[config.mk]
export PLATFORM = sky130hd
export DESIGN_NAME = hazard_ctrl_flat
export DESIGN_NICKNAME = d
export VERILOG_FILES = /design/src/rtl/hazard_ctrl_if.sv /design/src/rtl/hazard_ctrl.sv /design/src/flat_wrapper.sv
export SDC_FILE = /design/constraint.sdc
export NUM_CORES = 1
export LEC_CHECK = 0
export BUFFER_PORTS_ARGS = -buffer_cell sky130_fd_sc_hd__buf_4
export CAP_MARGIN = 20
export CORE_MARGIN = 1
export CORE_UTILIZATION = 45
export CTS_BUF_LIST = sky130_fd_sc_hd__clkbuf_4
export CTS_CLUSTER_DIAMETER = 50
export DETAILED_ROUTE_END_ITERATION = 16
export GPL_TIMING_DRIVEN = 1
export HOLD_SLACK_MARGIN = 0.15
export PLACE_DENSITY = 0.73
export SLEW_MARGIN = 20
export SYNTH_ARGS = -nofsm -noshare
export SYNTH_HDL_FRONTEND = slang
export SYNTH_SLANG_ARGS = --single-unit
export TNS_END_PERCENT = 50
[constraint.sdc]
create_clock -name clk -period 2.95 [get_ports clk]
set_input_delay 0.1475 -clock clk [delete_from_list [all_inputs] [get_ports clk]]
set_output_delay 0.1475 -clock clk [all_outputs]
set_load 0.05 [all_outputs]
[src/rtl/hazard_ctrl_if.sv]
// rtl/hazard_ctrl_if.sv - pipeline hazard control bus: decode-side status in, register enables/flushes out
interface hazard_ctrl_if;
  logic [3:0]  id_rs;
  logic [3:0]  id_rt;
  logic        id_uses_rs;
  logic        id_uses_rt;
  logic        ex_lw;
  logic [3:0]  ex_rd;
  logic        ex_br_taken;
  logic        mem_access;
  logic        wb_hlt;
  logic        pc_wen;
  logic        ifid_wen;
  logic        idex_wen;
  logic        exmem_wen;
  logic        memwb_wen;
  logic        ifid_flush;
  logic        idex_flush;
  logic        halted;
  logic [15:0] stall_cnt;

  modport master (
    output id_rs, id_rt, id_uses_rs, id_uses_rt, ex_lw, ex_rd, ex_br_taken, mem_access, wb_hlt,
    input  pc_wen, ifid_wen, idex_wen, exmem_wen, memwb_wen, ifid_flush, idex_flush, halted, stall_cnt
  );

  modport slave (
    input  id_rs, id_rt, id_uses_rs, id_uses_rt, ex_lw, ex_rd, ex_br_taken, mem_access, wb_hlt,
    output pc_wen, ifid_wen, idex_wen, exmem_wen, memwb_wen, ifid_flush, idex_flush, halted, stall_cnt
  );
endinterface

[src/rtl/hazard_ctrl.sv]
// rtl/hazard_ctrl.sv - pipeline stall/flush/halt control with multi-cycle memory freeze
module hazard_ctrl #(
  parameter int MEM_LAT = 2
) (
  input  logic         clk,
  input  logic         rst,
  hazard_ctrl_if.slave bus
);

  typedef enum logic [1:0] {RUN, MEM_WAIT, HALTED} state_t;

  localparam logic [3:0] WAIT_INIT = 4'(MEM_LAT - 1);

  state_t      state, state_nxt;
  logic [3:0]  cnt, cnt_nxt;
  logic        halted_q;
  logic [15:0] stall_q;
  logic        load_use;
  logic        freeze_start;
  logic        hold;

  // Register 0 is hardwired, so a load targeting it never creates a hazard.
  assign load_use = bus.ex_lw && (bus.ex_rd != 4'd0) &&
                    ((bus.id_uses_rs && (bus.id_rs == bus.ex_rd)) ||
                     (bus.id_uses_rt && (bus.id_rt == bus.ex_rd)));

  assign freeze_start = (MEM_LAT > 1) && (state == RUN) && bus.mem_access;
  assign hold         = (state == MEM_WAIT) && (cnt > 4'd1);

  always_ff @(posedge clk or negedge rst) begin
    if (!rst) begin
      state <= RUN;
      cnt   <= 4'd0;
    end else begin
      state <= state_nxt;
      cnt   <= cnt_nxt;
    end
  end

  always_comb begin
    state_nxt = state;
    cnt_nxt   = cnt;
    case (state)
      RUN: begin
        if (bus.wb_hlt) begin
          state_nxt = HALTED;
        end else if (freeze_start) begin
          state_nxt = MEM_WAIT;
          cnt_nxt   = WAIT_INIT;
        end
      end
      MEM_WAIT: begin
        if (bus.wb_hlt) begin
          state_nxt = HALTED;
          cnt_nxt   = 4'd0;
        end else if (cnt > 4'd1) begin
          cnt_nxt = cnt - 4'd1;
        end else begin
          state_nxt = RUN;
          cnt_nxt   = 4'd0;
        end
      end
      default: begin
        state_nxt = HALTED;
      end
    endcase
  end

  // The release cycle of MEM_WAIT falls through to branch/load-use handling,
  // which is where a branch held in the frozen EX stage finally gets flushed.
  always_comb begin
    bus.pc_wen     = 1'b1;
    bus.ifid_wen   = 1'b1;
    bus.idex_wen   = 1'b1;
    bus.exmem_wen  = 1'b1;
    bus.memwb_wen  = 1'b1;
    bus.ifid_flush = 1'b0;
    bus.idex_flush = 1'b0;
    if ((state == HALTED) || bus.wb_hlt || freeze_start || hold) begin
      bus.pc_wen    = 1'b0;
      bus.ifid_wen  = 1'b0;
      bus.idex_wen  = 1'b0;
      bus.exmem_wen = 1'b0;
      bus.memwb_wen = 1'b0;
    end else if (bus.ex_br_taken) begin
      bus.ifid_flush = 1'b1;
      bus.idex_flush = 1'b1;
    end else if (load_use) begin
      bus.pc_wen     = 1'b0;
      bus.ifid_wen   = 1'b0;
      bus.idex_flush = 1'b1;
    end
  end

  always_ff @(posedge clk or negedge rst) begin
    if (!rst) begin
      halted_q <= 1'b0;
      stall_q  <= 16'd0;
    end else begin
      halted_q <= (state_nxt == HALTED);
      if ((state != HALTED) && !bus.pc_wen && (stall_q != 16'hFFFF)) begin
        stall_q <= stall_q + 16'd1;
      end
    end
  end

  assign bus.halted    = halted_q;
  assign bus.stall_cnt = stall_q;

endmodule

[src/flat_wrapper.sv]
// flat-port wrapper written by rule: the top's interface ports become plain ports
module hazard_ctrl_flat 
#(
  parameter int MEM_LAT = 2
)
  (clk, rst, bus_id_rs, bus_id_rt, bus_id_uses_rs, bus_id_uses_rt, bus_ex_lw, bus_ex_rd, bus_ex_br_taken, bus_mem_access, bus_wb_hlt, bus_pc_wen, bus_ifid_wen, bus_idex_wen, bus_exmem_wen, bus_memwb_wen, bus_ifid_flush, bus_idex_flush, bus_halted, bus_stall_cnt);
  hazard_ctrl_if bus_i ();
  input  logic clk;
  input  logic rst;
  input wire logic [$bits(bus_i.id_rs)-1:0] bus_id_rs;
  input wire logic [$bits(bus_i.id_rt)-1:0] bus_id_rt;
  input wire logic [$bits(bus_i.id_uses_rs)-1:0] bus_id_uses_rs;
  input wire logic [$bits(bus_i.id_uses_rt)-1:0] bus_id_uses_rt;
  input wire logic [$bits(bus_i.ex_lw)-1:0] bus_ex_lw;
  input wire logic [$bits(bus_i.ex_rd)-1:0] bus_ex_rd;
  input wire logic [$bits(bus_i.ex_br_taken)-1:0] bus_ex_br_taken;
  input wire logic [$bits(bus_i.mem_access)-1:0] bus_mem_access;
  input wire logic [$bits(bus_i.wb_hlt)-1:0] bus_wb_hlt;
  output wire logic [$bits(bus_i.pc_wen)-1:0] bus_pc_wen;
  output wire logic [$bits(bus_i.ifid_wen)-1:0] bus_ifid_wen;
  output wire logic [$bits(bus_i.idex_wen)-1:0] bus_idex_wen;
  output wire logic [$bits(bus_i.exmem_wen)-1:0] bus_exmem_wen;
  output wire logic [$bits(bus_i.memwb_wen)-1:0] bus_memwb_wen;
  output wire logic [$bits(bus_i.ifid_flush)-1:0] bus_ifid_flush;
  output wire logic [$bits(bus_i.idex_flush)-1:0] bus_idex_flush;
  output wire logic [$bits(bus_i.halted)-1:0] bus_halted;
  output wire logic [$bits(bus_i.stall_cnt)-1:0] bus_stall_cnt;
  assign bus_i.id_rs = bus_id_rs;
  assign bus_i.id_rt = bus_id_rt;
  assign bus_i.id_uses_rs = bus_id_uses_rs;
  assign bus_i.id_uses_rt = bus_id_uses_rt;
  assign bus_i.ex_lw = bus_ex_lw;
  assign bus_i.ex_rd = bus_ex_rd;
  assign bus_i.ex_br_taken = bus_ex_br_taken;
  assign bus_i.mem_access = bus_mem_access;
  assign bus_i.wb_hlt = bus_wb_hlt;
  assign bus_pc_wen = bus_i.pc_wen;
  assign bus_ifid_wen = bus_i.ifid_wen;
  assign bus_idex_wen = bus_i.idex_wen;
  assign bus_exmem_wen = bus_i.exmem_wen;
  assign bus_memwb_wen = bus_i.memwb_wen;
  assign bus_ifid_flush = bus_i.ifid_flush;
  assign bus_idex_flush = bus_i.idex_flush;
  assign bus_halted = bus_i.halted;
  assign bus_stall_cnt = bus_i.stall_cnt;
  hazard_ctrl #(.MEM_LAT(MEM_LAT)) u_core (.clk(clk), .rst(rst), .bus(bus_i));
endmodule
==> results.cfg, run 1 <==
[outcome]
status = complete, no violations

[finish]
register_area_um2 = 576
nNetsFinal = 194
final_common_cell = buf_4
final_cell_mix = buf_4 (44), dfrtp_1 (23), xnor2_1 (15), nand2_1 (9), nand3_1 (9)
fill_cells = 214
stdcell_count = 200
multi_input_area_um2 = 628
antenna_cells = 0
syn2layout_area_growth_pct = 32.4
layout-drive-gt1-share = 0.312

[cts]
clk_pin_slew_ns = 0.13
cts_tree = done
cts_buffers = 3
cts_max_path_buffers = 2
cts_max_level = 1
cts.sinks = 23
cts_resized = 0
clock_latency_ns = 0.30
cts_root_buf = clkbuf_4

[sta]
fin_crit_sh = 0.818
layout_min_cycle_time_ns = 2.41
clock_skew_ns = 0.00615
setup_viol = 0
rsz0062_at_grt = no
tightest_slew_ns = 0.386
final_hold_viol_count = 0
slew_headroom = 0.742
tns_ns = 0
final_max_slew_viol_count = 0
fmax_mhz = 415

[logic_synthesis]
syn-instance-count = 123
synth.distinct_cells = 30
ys_warn_count = 0
synth-seq-cells = 23
synth_nets = 146
syn_area_um2 = 1240
avgSynthCellArea_um2 = 10.1
synth-seq-area-share = 0.462

[grt]
grt_max_degree = 24
antenna_found_initial = 0
grt_overflow = 0
grt_pass1_wl_um = 3780
grtUsageTotal = 0.178
grt_pass1_vias = 920

[detailed_routing]
drc = 0
wl_per_cell_um = 11.8
ant_nets = 0
drtPass1Iterations = 4
vias = 1013
via_per_inst = 5.07
drt_wl_total_um = 2350
drt-initial-drc-count = 13

[pwr]
powerDensity_nw_per_um2 = 394
irDropWorstVdd_uv = 348
p_leak_nw = 0.784

[critical_path]
critPathRequiredTime_ns = 3.14
worstPathArrival_ns = 2.61
startpoint_type = flop
cp_max_fo = 7
timing.critical_path.from = u_core.cnt[0]
criticalPathCategory = flop to flop
cp_cell_sequence = inv_1, ha_1, or2_2, nand2_1, a211oi_2, and2_1, or4b_1, mux2_1
crit_slowest_cell = or4b_1
worst_setup_path_end_kind = flop
cpLargestDelayFamily = simple AND/OR/NAND/NOR gates
reg2reg_from = u_core.cnt[0]
slowest_delay_ns = 0.54
cp.buffers_inverters = 1

[die]
die-area_um2 = 2980
die_height_um = 54.6
coreArea_um2 = 2540
die_w_um = 54.6
rows = 18
ioPinCount = 44
start_util = 0.489

[placed_design]
place_congestion = 0.835
dpl.hpwl_um = 1890
place_inst = 193
io_buffers = 43

[min_path]
hold_path_class = input port to asynchronous set/reset pin

[job]
maxCapViolations = 0
[flip-flops by register name, summed over array words and instances (netlist names)]
| name | count |
|---|---|
| u_core.state | 2 |
| u_core.bus.halted | 1 |
| u_core.cnt | 4 |
| u_core.bus.stall_cnt | 16 |
[worst reg2reg max path: cells and delay by family (launching register included)]
| family | cells | cell delay [ns] |
|---|---|---|
| adder cells (fa/ha/maj) | 1 | 0.22 |
| buffers and inverters | 1 | 0.07 |
| flip-flops | 1 | 0.41 |
| AND/OR/NAND/NOR | 4 | 1.17 |
| AO/OA/AOI/OAI | 1 | 0.13 |
| multiplexers | 1 | 0.32 |
[routing by layer]
metal	vias to the layer above	routed length [µm]	GRT usage
met5	-	0	0
met4	0	10	0.0641
met3	2	64	0.0333
met2	15	1170	0.295
met1	479	1100	0.229
li1	517	-	-
[logic make-up (layout without fill, tap and decap cells)]
logic type	count (synthesis)	after routing	share of synthesized area
fa+ha+maj	3	3	0.0302
mux	2	2	0.0181
xor+xnor	22	22	0.155
compound gates	13	13	0.0694
flops	23	23	0.462
buf+inv	9	56	0.0372
simple gates	51	51	0.228
[what timing repair did]
item / 4_1_cts / 5_1_grt
hold buffers: 3 / 0
hold endpoints to repair: 27 / 0
endpoints found under the setup margin: 0 / 0
setup buffers: 0 / 0
[through the flow]
step	cell area (µm²)	setup WS [ns]	utilization	total power, mW	hold WS, ns
finish	1650	0.538	0.647	0.649	0.252
global route	1650	0.406	0.647	0.691	0.268
CTS	1650	0.530	0.647	0.660	0.251
detailed placement	1590	0.551	0.625	0.512	0.0544
global placement	1590	0.626	0.625	0.507	0.0502
floorplan	1250	0.0667	-	0.449	-0.148
[cells in the mapped netlist, drive strengths merged]
library cell	count	area share
nor2	7	0.021
nor3	2	0.0080
o21bai	1	0.0060
dfrtp	23	0.46
nand2	9	0.027
xor2	7	0.049
nand3	9	0.036
o21ai	4	0.016
and4	1	0.0070
a211oi	1	0.0060
a311oi	1	0.0070
nor4	2	0.020
xnor2	15	0.11
inv	5	0.015
and2	3	0.015
a21oi	3	0.012
nor2b	3	0.015
nand2b	2	0.010
mux2	2	0.018
buf	4	0.022
o41a	1	0.0090
and3	6	0.030
a41o	1	0.0080
or2	1	0.0050
o22ai	1	0.0050
or4b	1	0.0080
nand4	5	0.025
ha	3	0.030
[final timing paths]
kind | slack, ns | to | depth (start not counted)
setup / recovery | 0.54 | u_core.bus.stall_cnt[12] | 8
hold / removal | 0.25 | u_core.bus.stall_cnt[9] | 2
setup reg to reg | 0.54 | u_core.bus.stall_cnt[12] | 8
hold reg to reg | 0.50 | u_core.bus.stall_cnt[14] | 1
max in group asynchronous | 2.47 | u_core.cnt[1] | 2
min in group clk | 0.45 | u_core.bus.stall_cnt[0] | 5
[power breakdown]
| group | internal (mW) | leakage (nW) | switching [mW] |
|---|---|---|---|
| combinational | 0.0636 | 0.465 | 0.0924 |
| sequential | 0.332 | 0.302 | 0.0201 |
| clock | 0.0505 | 0.0177 | 0.0909 |
| total | 0.446 | 0.784 | 0.203 |
[layout make-up]
class                      instances  area share
inverter                           5      0.0114
timing repair buffer              47       0.219
multi-input combinational         91       0.381
tap                               30      0.0228
sequential                        23       0.349
clock inverter                     1     0.00304
clock buffer                       3      0.0137
Power figures use the tool's default switching activity.
==> run 2, diff against run 1 <==
- clock period: 2.95 -> 2.5 ns (I/O delays scaled with it)
==> run 2 against run 1 <==
Core utilization grew 1.3 points. Sequential power rose by 18%. Power up 20%. Register-to-register slack got worse by 0.46 ns. Cell count is 1.5% higher. Global-route usage grew 0.71 points. First-iteration DRC count shrank 15%. Worst hold slack worse by 0.025 ns. Maximum frequency is 0.26% lower. Clock skew decreased by 0.0033 ns. Combinational power grew 26%. Die area unchanged.
==> results.cfg, run 2 (synthesis results as in run 1) <==
[detailed_routing]
via_per_inst = 5.18
drtPass1Iterations = 4
ant_nets = 0
drc = 0
drt-initial-drc-count = 11
vias = 1052
drt_wl_total_um = 2560
wl_per_cell_um = 12.6

[sta]
rsz0062_at_grt = no
fin_crit_sh = 0.967
fmax_mhz = 414
clock_skew_ns = 0.00284
final_hold_viol_count = 0
final_max_slew_viol_count = 0
layout_min_cycle_time_ns = 2.42
slew_headroom = 0.778
tns_ns = 0
tightest_slew_ns = 0.330
setup_viol = 0

[die]
start_util = 0.489
coreArea_um2 = 2540
die-area_um2 = 2980
ioPinCount = 44
die_height_um = 54.6
rows = 18
die_w_um = 54.6

[critical_path]
cp_max_fo = 7
slowest_delay_ns = 0.52
worstPathArrival_ns = 2.62
critPathRequiredTime_ns = 2.70
crit_cells = 8
r2r_slack_ns = 0.08
cpLargestDelayFamily = simple AND/OR/NAND/NOR gates
crit_slowest_cell = or4b_1
criticalPathCategory = flop to flop
startpoint_type = flop
cp.buffers_inverters = 1
worst_setup_path_end_kind = flop
r2r_cells = 8
cp_cell_sequence = buf_4, ha_1, or2_2, nand2_1, a211oi_4, and2_4, or4b_1, mux2_1

[cts]
clock_latency_ns = 0.30
cts_max_path_buffers = 2
cts_tree = done
cts_root_buf = clkbuf_4
cts_max_level = 1
cts_resized = 0
clk_pin_slew_ns = 0.12
cts.sinks = 23
cts_buffers = 3

[finish]
layout-drive-gt1-share = 0.329
fin_util = 0.660
final_common_cell = buf_4
largest_reg_flops = 16
nNetsFinal = 197
syn2layout_area_growth_pct = 35.0
stdcell_count = 203
final_cell_mix = buf_4 (47), dfrtp_1 (23), xnor2_1 (15), nand2_1 (9), nand3_1 (9)
antenna_cells = 0

[outcome]
status = complete, no violations

[grt]
grt_pass1_wl_um = 3960
grt_overflow = 0
antenna_found_initial = 0
grt_max_degree = 24
grt_pass1_vias = 935
grtUsageTotal = 0.185

[placed_design]
io_buffers = 43
place_congestion = 0.880
place_inst = 193
dpl.hpwl_um = 1930

[pwr]
p_total_mw = 0.780
powerDensity_nw_per_um2 = 464
p_leak_nw = 0.800
irDropWorstVdd_uv = 359

[min_path]
hold_path_class = input port to asynchronous set/reset pin

[job]
maxCapViolations = 0
## run 2: path summary, 6_finish.rpt
path | to | from
max | u_core.bus.stall_cnt[12] | u_core.cnt[0]
min | u_core.bus.stall_cnt[11] | rst
max reg2reg | u_core.bus.stall_cnt[12] | u_core.cnt[0]
min reg2reg | u_core.bus.stall_cnt[14] | u_core.bus.stall_cnt[14]
max in group asynchronous | u_core.bus.stall_cnt[2] | rst
min in group clk | u_core.bus.stall_cnt[12] | bus_ex_br_taken
## run 2: cell type report
cell class	count	area (µm²)
Multi-Input combinational cell	91	638
Clock inverter	1	5.00
Tap cell	30	37.5
Clock buffer	3	22.5
Fill cell	223	865
Timing Repair Buffer	50	383
Inverter	5	18.8
Sequential cell	23	576
## run 2: layer usage
layer / global-route usage / part of all wire / vias to the layer above
li1: - / - / 524
met1: 0.236 / 0.45 / 510
met2: 0.309 / 0.52 / 16
met3: 0.0417 / 0.030 / 2
met4: 0.0556 / 0.0047 / 0
met5: 0 / 0 / -
## run 2: worst register-to-register path, cell delays in order, from the launching register on
cell	delay, ns
dfrtp_1	0.42
buf_4	0.15
ha_1	0.18
or2_2	0.29
nand2_1	0.16
a211oi_4	0.11
and2_4	0.17
or4b_1	0.52
mux2_1	0.32
## run 2: through the flow
stage          instance area (µm²)  setup WS [ns]  hold slack, ns
3_3_place_gp                  1600          0.189          0.0285
4_1_cts                       1660         0.0841           0.225
2_1_floorplan                 1260         0.0495          -0.171
3_5_place_dp                  1600          0.105          0.0314
5_1_grt                       1680        0.00733           0.251
6_report                      1680         0.0819           0.228
## run 2: where the power goes
group          leakage [nW]  switching (mW)  internal [mW]
Clock                0.0177           0.108         0.0596
Sequential            0.302          0.0246          0.392
Combinational         0.481           0.114         0.0823
Total                 0.800           0.247          0.534
## run 2: what timing repair did
| item | in CTS | in global routing |
|---|---|---|
| hold buffers | 3 | 0 |
| setup endpoints to repair | 0 | 1 |
| setup buffers | 0 | 3 |
| endpoints found under the hold margin | 27 | 0 |
